### src/rtl/alu_seq.sv
// rtl/alu_seq.sv - registered ALU with valid/ready input, persistent carry and shift-add multiply
// Single-cycle ops finish in IDLE; MUL runs WIDTH shift-add iterations in the MUL state.
module alu_seq #(
  parameter int WIDTH = 8
) (
  input  logic             clk,
  input  logic             rst,
  input  logic             in_valid,
  output logic             in_ready,
  input  logic [WIDTH-1:0] a,
  input  logic [WIDTH-1:0] b,
  input  logic [4:0]       alu,
  output logic [WIDTH-1:0] dout,
  output logic             out_valid,
  output logic             carry,
  output logic             zero,
  output logic             neg,
  output logic             err
);

  localparam logic [4:0] OP_ADD    = 5'b00000;
  localparam logic [4:0] OP_AND    = 5'b00001;
  localparam logic [4:0] OP_PASS_A = 5'b00010;
  localparam logic [4:0] OP_PASS_B = 5'b00011;
  localparam logic [4:0] OP_SUB    = 5'b01100;
  localparam logic [4:0] OP_INC    = 5'b10100;
  localparam logic [4:0] OP_ADC    = 5'b00100;
  localparam logic [4:0] OP_SHL    = 5'b00101;
  localparam logic [4:0] OP_SHR    = 5'b00110;
  localparam logic [4:0] OP_MUL    = 5'b01000;

  localparam logic [0:0] S_IDLE = 1'b0;
  localparam logic [0:0] S_MUL  = 1'b1;

  localparam int CW = $clog2(WIDTH + 1);
  localparam logic [CW-1:0] LAST_ITER = CW'(WIDTH - 1);

  logic [0:0]         state;
  logic [WIDTH:0]     res;
  logic               undef;
  logic [2*WIDTH-1:0] acc;
  logic [2*WIDTH-1:0] acc_next;
  logic [2*WIDTH-1:0] mcand;
  logic [WIDTH-1:0]   mplier;
  logic [CW-1:0]      cnt;

  assign in_ready = (state == S_IDLE);

  // Bit WIDTH of res is carry-out for adds and borrow for SUB.
  always_comb begin
    res   = '0;
    undef = 1'b0;
    case (alu)
      OP_ADD:    res = {1'b0, a} + {1'b0, b};
      OP_ADC:    res = {1'b0, a} + {1'b0, b} + {{WIDTH{1'b0}}, carry};
      OP_INC:    res = {1'b0, a} + {{WIDTH{1'b0}}, 1'b1};
      OP_SUB:    res = {1'b0, a} - {1'b0, b};
      OP_AND:    res = {1'b0, a & b};
      OP_PASS_A: res = {1'b0, a};
      OP_PASS_B: res = {1'b0, b};
      OP_SHL:    res = {a, 1'b0};
      OP_SHR:    res = {a[0], 1'b0, a[WIDTH-1:1]};
      default:   undef = 1'b1;
    endcase
  end

  assign acc_next = mplier[0] ? (acc + mcand) : acc;

  always_ff @(posedge clk) begin
    if (rst) begin
      state     <= S_IDLE;
      dout      <= '0;
      carry     <= 1'b0;
      zero      <= 1'b1;
      neg       <= 1'b0;
      out_valid <= 1'b0;
      err       <= 1'b0;
      acc       <= '0;
      mcand     <= '0;
      mplier    <= '0;
      cnt       <= '0;
    end else begin
      out_valid <= 1'b0;
      err       <= 1'b0;
      case (state)
        S_IDLE: begin
          if (in_valid) begin
            if (alu == OP_MUL) begin
              state  <= S_MUL;
              mcand  <= {{WIDTH{1'b0}}, a};
              mplier <= b;
              acc    <= '0;
              cnt    <= '0;
            end else begin
              dout      <= res[WIDTH-1:0];
              carry     <= res[WIDTH];
              zero      <= (res[WIDTH-1:0] == '0);
              neg       <= res[WIDTH-1];
              out_valid <= 1'b1;
              err       <= undef;
            end
          end
        end
        S_MUL: begin
          acc    <= acc_next;
          mcand  <= mcand << 1;
          mplier <= mplier >> 1;
          cnt    <= cnt + CW'(1);
          if (cnt == LAST_ITER) begin
            dout      <= acc_next[WIDTH-1:0];
            carry     <= |acc_next[2*WIDTH-1:WIDTH];
            zero      <= (acc_next[WIDTH-1:0] == '0);
            neg       <= acc_next[WIDTH-1];
            out_valid <= 1'b1;
            state     <= S_IDLE;
          end
        end
        default: state <= S_IDLE;
      endcase
    end
  end

endmodule

### config.mk
export PLATFORM = sky130hd
export DESIGN_NAME = alu_seq
export DESIGN_NICKNAME = d
export VERILOG_FILES = /design/src/rtl/alu_seq.sv
export SDC_FILE = /design/constraint.sdc
export NUM_CORES = 1
export LEC_CHECK = 0
export BUFFER_PORTS_ARGS = -buffer_cell sky130_fd_sc_hd__buf_2
export CORE_ASPECT_RATIO = 2
export CORE_MARGIN = 2
export CORE_UTILIZATION = 47
export CTS_CLUSTER_SIZE = 8
export DETAILED_ROUTE_END_ITERATION = 10
export GPL_ROUTABILITY_DRIVEN = 0
export PLACE_DENSITY_LB_ADDON = 0.3
export SYNTH_ARGS = -nofsm -noshare
export SYNTH_HDL_FRONTEND = slang
export SYNTH_SLANG_ARGS = --single-unit
### constraint.sdc
create_clock -name clk -period 3.55 [get_ports clk]
set_input_delay 0.71 -clock clk [delete_from_list [all_inputs] [get_ports clk]]
set_output_delay 0.71 -clock clk [all_outputs]
set_load 0.01 [all_outputs]
==> flow_metrics.env <==
export IMPL_cts_root_buf="clkbuf_16"
export IMPL_p_clk_share_pct=46.7
export IMPL_cts_buffers=9
export IMPL_vias_per_cell=6.42
export IMPL_syn2layout_area_growth_pct=17.3
export IMPL_synth_ff_type="dfxtp_1"
export IMPL_vias=4929
export IMPL_drtIter0Drc=407
export IMPL_clock_fmax_ghz=0.303
export IMPL_synth_xor_area_share_pct=4.36
export IMPL_required_ps=3810
export IMPL_wire_per_inst_um=20.1
export IMPL_r2r_cells=10
export IMPL_grtUsageTotal_pct=30.5
export IMPL_num_rows=51
export IMPL_synth_compound_area_share_pct=28.5
export IMPL_ios=38
export IMPL_drv_cap=0
export IMPL_cp_endpoint="zero$_SDFFE_PP1P_"
export IMPL_cts_tree="built"
export IMPL_cts_hold_buf=0
export IMPL_whs_ps=463
export IMPL_diodes=0
export IMPL_grt_setup_unrepaired="false"
export IMPL_fin_crit_ps=3300
export IMPL_syn_mean_instance_area_sq_um=7.97
export IMPL_synthArstFlopShare_pct=0
export IMPL_post_cts_buffers=0
export IMPL_antenna_found_initial=0
export IMPL_r2r_start="mcand[0]$_SDFFE_PP0P_"
export IMPL_netlist_area_sq_um=4620
export IMPL_slew_headroom_pct=41.2
export IMPL_drive_gt1_share_pct=17.3
export IMPL_grt_first_pass_wirelength_um=24000
export IMPL_cts_buffer_depth=2
export IMPL_p_sw_mw=0.535
export IMPL_crit_family="compound AO/OA/AOI/OAI gates"
export IMPL_htree_levels=3
export IMPL_insertion_delay_ps=330
export IMPL_cp_start_kind="primary input"
export IMPL_clk_pin_slew_worst_paths_ps=50
export IMPL_clock_sinks=57
export IMPL_finalPower_mw=1.87
export IMPL_worstSetupEndpointType="flop"
export IMPL_synth_adder_area_share_pct=10.8
export IMPL_grt_overflow=0
export IMPL_skew_ps=3.95
export IMPL_synth_edff_count=0
export IMPL_fillers=929
export IMPL_critical_path_class="primary input to flop"
export IMPL_worst_r2r_endpoint="carry$_SDFFE_PP0P_"
export IMPL_status="finished clean"
export IMPL_numPortBuffers=37
export IMPL_coreArea_sq_um=9640
export IMPL_p_int_mw=1.33
export IMPL_tightest_slew_ps=881
export IMPL_ctsResizeCount=0
export IMPL_ys_seq_elements=57
export IMPL_synthCells=580
export IMPL_die_height_um=144
export IMPL_hpwl_um=12100
export IMPL_synth_top_family_by_area="compound AO/OA/AOI/OAI gates"
export IMPL_ys_warnings_count=0
export IMPL_vdd_drop_max_v=0.000233
export IMPL_crit_fanout=3
export IMPL_drc=0
export IMPL_crit_path_top_delay_cell="or4bb_1"
export IMPL_rrSetupSlack_ps=490
export IMPL_pwr_share_comb_pct=17.8
export IMPL_maxSlewViolCount=0
export IMPL_setup_viol=0
export IMPL_die_area_sq_um=10700
export IMPL_powerDensity_nw_per_um2=345
export IMPL_firstDrtPassIters=6
export IMPL_grt_pass1_vias=4898
export IMPL_power_frac_seq_pct=35.5
export IMPL_finalCritPeriodShare_pct=92.9
export IMPL_path_cells="buf_2, nor3b_4, nand2_2, or2_4, ha_1, fa_2, inv_1, a21o_1, a21oi_1, o211ai_1, xor2_1, a221oi_1, or4bb_1, o211ai_2"
export IMPL_synthSimpleGateAreaFrac_pct=21.8
export IMPL_ant_nets=0
export IMPL_layout_nets=693
export IMPL_finalHoldViolCount=0
export IMPL_die_x_um=74.1
export IMPL_synthMuxAreaShare_pct=5.82
export IMPL_arrival_ps=3560
export IMPL_initial_utilization_pct=48.0
export IMPL_max_stage_delay_ps=450
export IMPL_yosysSeqAreaShare_pct=24.7
export IMPL_critical_path_buf_inv_count=2
export IMPL_grt_max_degree=34
export IMPL_wirelength_um=15400
export IMPL_ys_types=69
export IMPL_startpoint="alu[1]"
export IMPL_power_leakage_nw=2.19
export IMPL_crit_cells=14
export IMPL_power_share_switching_pct=28.6
export IMPL_syn_nets=642
export IMPL_min_path_type="flop to flop"
==> final cells by class <==
type / instances / area, sq um / share of cell area, %
Clock inverter: 7 / 78.8 / 1.45
Multi-Input combinational cell: 476 / 3310 / 61.1
Clock buffer: 9 / 225 / 4.16
Tap cell: 132 / 165 / 3.05
Timing Repair Buffer: 70 / 433 / 7.99
Sequential cell: 57 / 1140 / 21.1
Inverter: 17 / 63.8 / 1.18
==> cell families after synthesis <==
family | count (synthesis)
compound gates | 185
xor+xnor | 23
mux | 26
simple gates | 204
flops | 57
fa+ha+maj | 38
buf+inv | 47
==> Yosys cell counts, drive strengths merged (4+ instances only) <==
cell,instances,area [sq um]
nor2b,6,37.5
xnor2,15,131
inv,17,63.8
mux2,4,48.8
a211oi,20,150
a21oi,32,160
nand4,5,31.3
and3,4,25.0
dfxtp,57,1140
nand3b,4,30.0
a222oi,5,50.1
a22oi,19,143
nand4b,6,52.6
nand2b,8,50.1
nand3,11,55.1
xor2,8,70.1
o211ai,7,57.6
o2111ai,4,35.0
o221a,4,45.0
nor2,70,263
ha,35,438
buf,6,36.3
a21o,8,60.1
nand2,42,158
mux2i,22,220
or2,5,31.3
nor3,23,115
a31oi,8,50.1
clkbuf,24,90.1
o21ai,28,140
a221oi,5,43.8
o21a,13,97.6
==> through the flow <==
step	setup TNS, ps	instances	area, sq um	utilization (%)	setup slack (ps)
2_1_floorplan	0	580	4640	-	3.05
3_3_place_gp	0	752	5120	53.1	34.4
3_5_place_dp	-55.1	752	5120	53.1	-55.1
4_1_cts	0	768	5420	56.3	270
5_1_grt	0	768	5420	56.3	120
6_report	0	768	5420	56.3	253
==> worst register-to-register path, cell delays in order, from the launching register on <==
cell      delay (ps)
dfxtp_1          330
ha_1             250
fa_1             460
a211oi_1         480
nor2_1           100
a21oi_1          270
a31oi_1          240
xnor2_1          210
a21oi_1          110
nor4_1           320
a31oi_1          150
==> worst min-delay path by stage <==
stage          cells past startpoint                    to            startpoint
3_3_place_gp                       2  dout[0]$_SDFFE_PP0P_  dout[0]$_SDFFE_PP0P_
4_1_cts                            2  dout[0]$_SDFFE_PP0P_  dout[0]$_SDFFE_PP0P_
6_report                           2  dout[0]$_SDFFE_PP0P_  dout[0]$_SDFFE_PP0P_
5_1_grt                            2  dout[0]$_SDFFE_PP0P_  dout[0]$_SDFFE_PP0P_
2_1_floorplan                      2   cnt[3]$_SDFFE_PP0P_   cnt[3]$_SDFFE_PP0P_
3_5_place_dp                       2  dout[0]$_SDFFE_PP0P_  dout[0]$_SDFFE_PP0P_
==> per-layer routing <==
metal	part of all wire (%)	GRT usage [%]	wire length, um	vias up
li1	-	-	-	2305
met1	32	26.3	4900	2284
met3	4.6	4.46	710	101
met5	0	0	0	-
met2	52	55.9	8090	239
met4	11	29.1	1750	0
==> flip-flops by register name, indices dropped and copies added, names as in the netlist <==
name / cells
acc: 16
mcand: 16
dout: 8
mplier: 8
cnt: 4
carry: 1
err: 1
out_valid: 1
state: 1
zero: 1
==> cell usage in the layout, fill, tap and decap left out, types with 9 or more instances in the layout <==
master     instances
nor3_1            23
o21ai_0           26
ha_1              35
o21a_1            13
mux2i_1           22
a22oi_1           19
dfxtp_1           57
nor2_1            70
nand2_1           41
clkbuf_16          9
inv_1             17
a21oi_1           31
a211oi_1          20
buf_4             33
nand3_1           11
xnor2_1           15
buf_2             37
==> power by group through the flow <==
| stage | Clock (mW) | Sequential, mW | Combinational (mW) |
|---|---|---|---|
| global route | 0.909 | 0.664 | 0.362 |
| floorplan | 0 | 0.676 | 0.204 |
| finish | 0.872 | 0.664 | 0.333 |
| global placement | 0 | 0.677 | 0.318 |
| CTS | 0.881 | 0.663 | 0.328 |
| detailed placement | 0 | 0.677 | 0.326 |
Note: power is estimated with default switching activity, not from simulation.
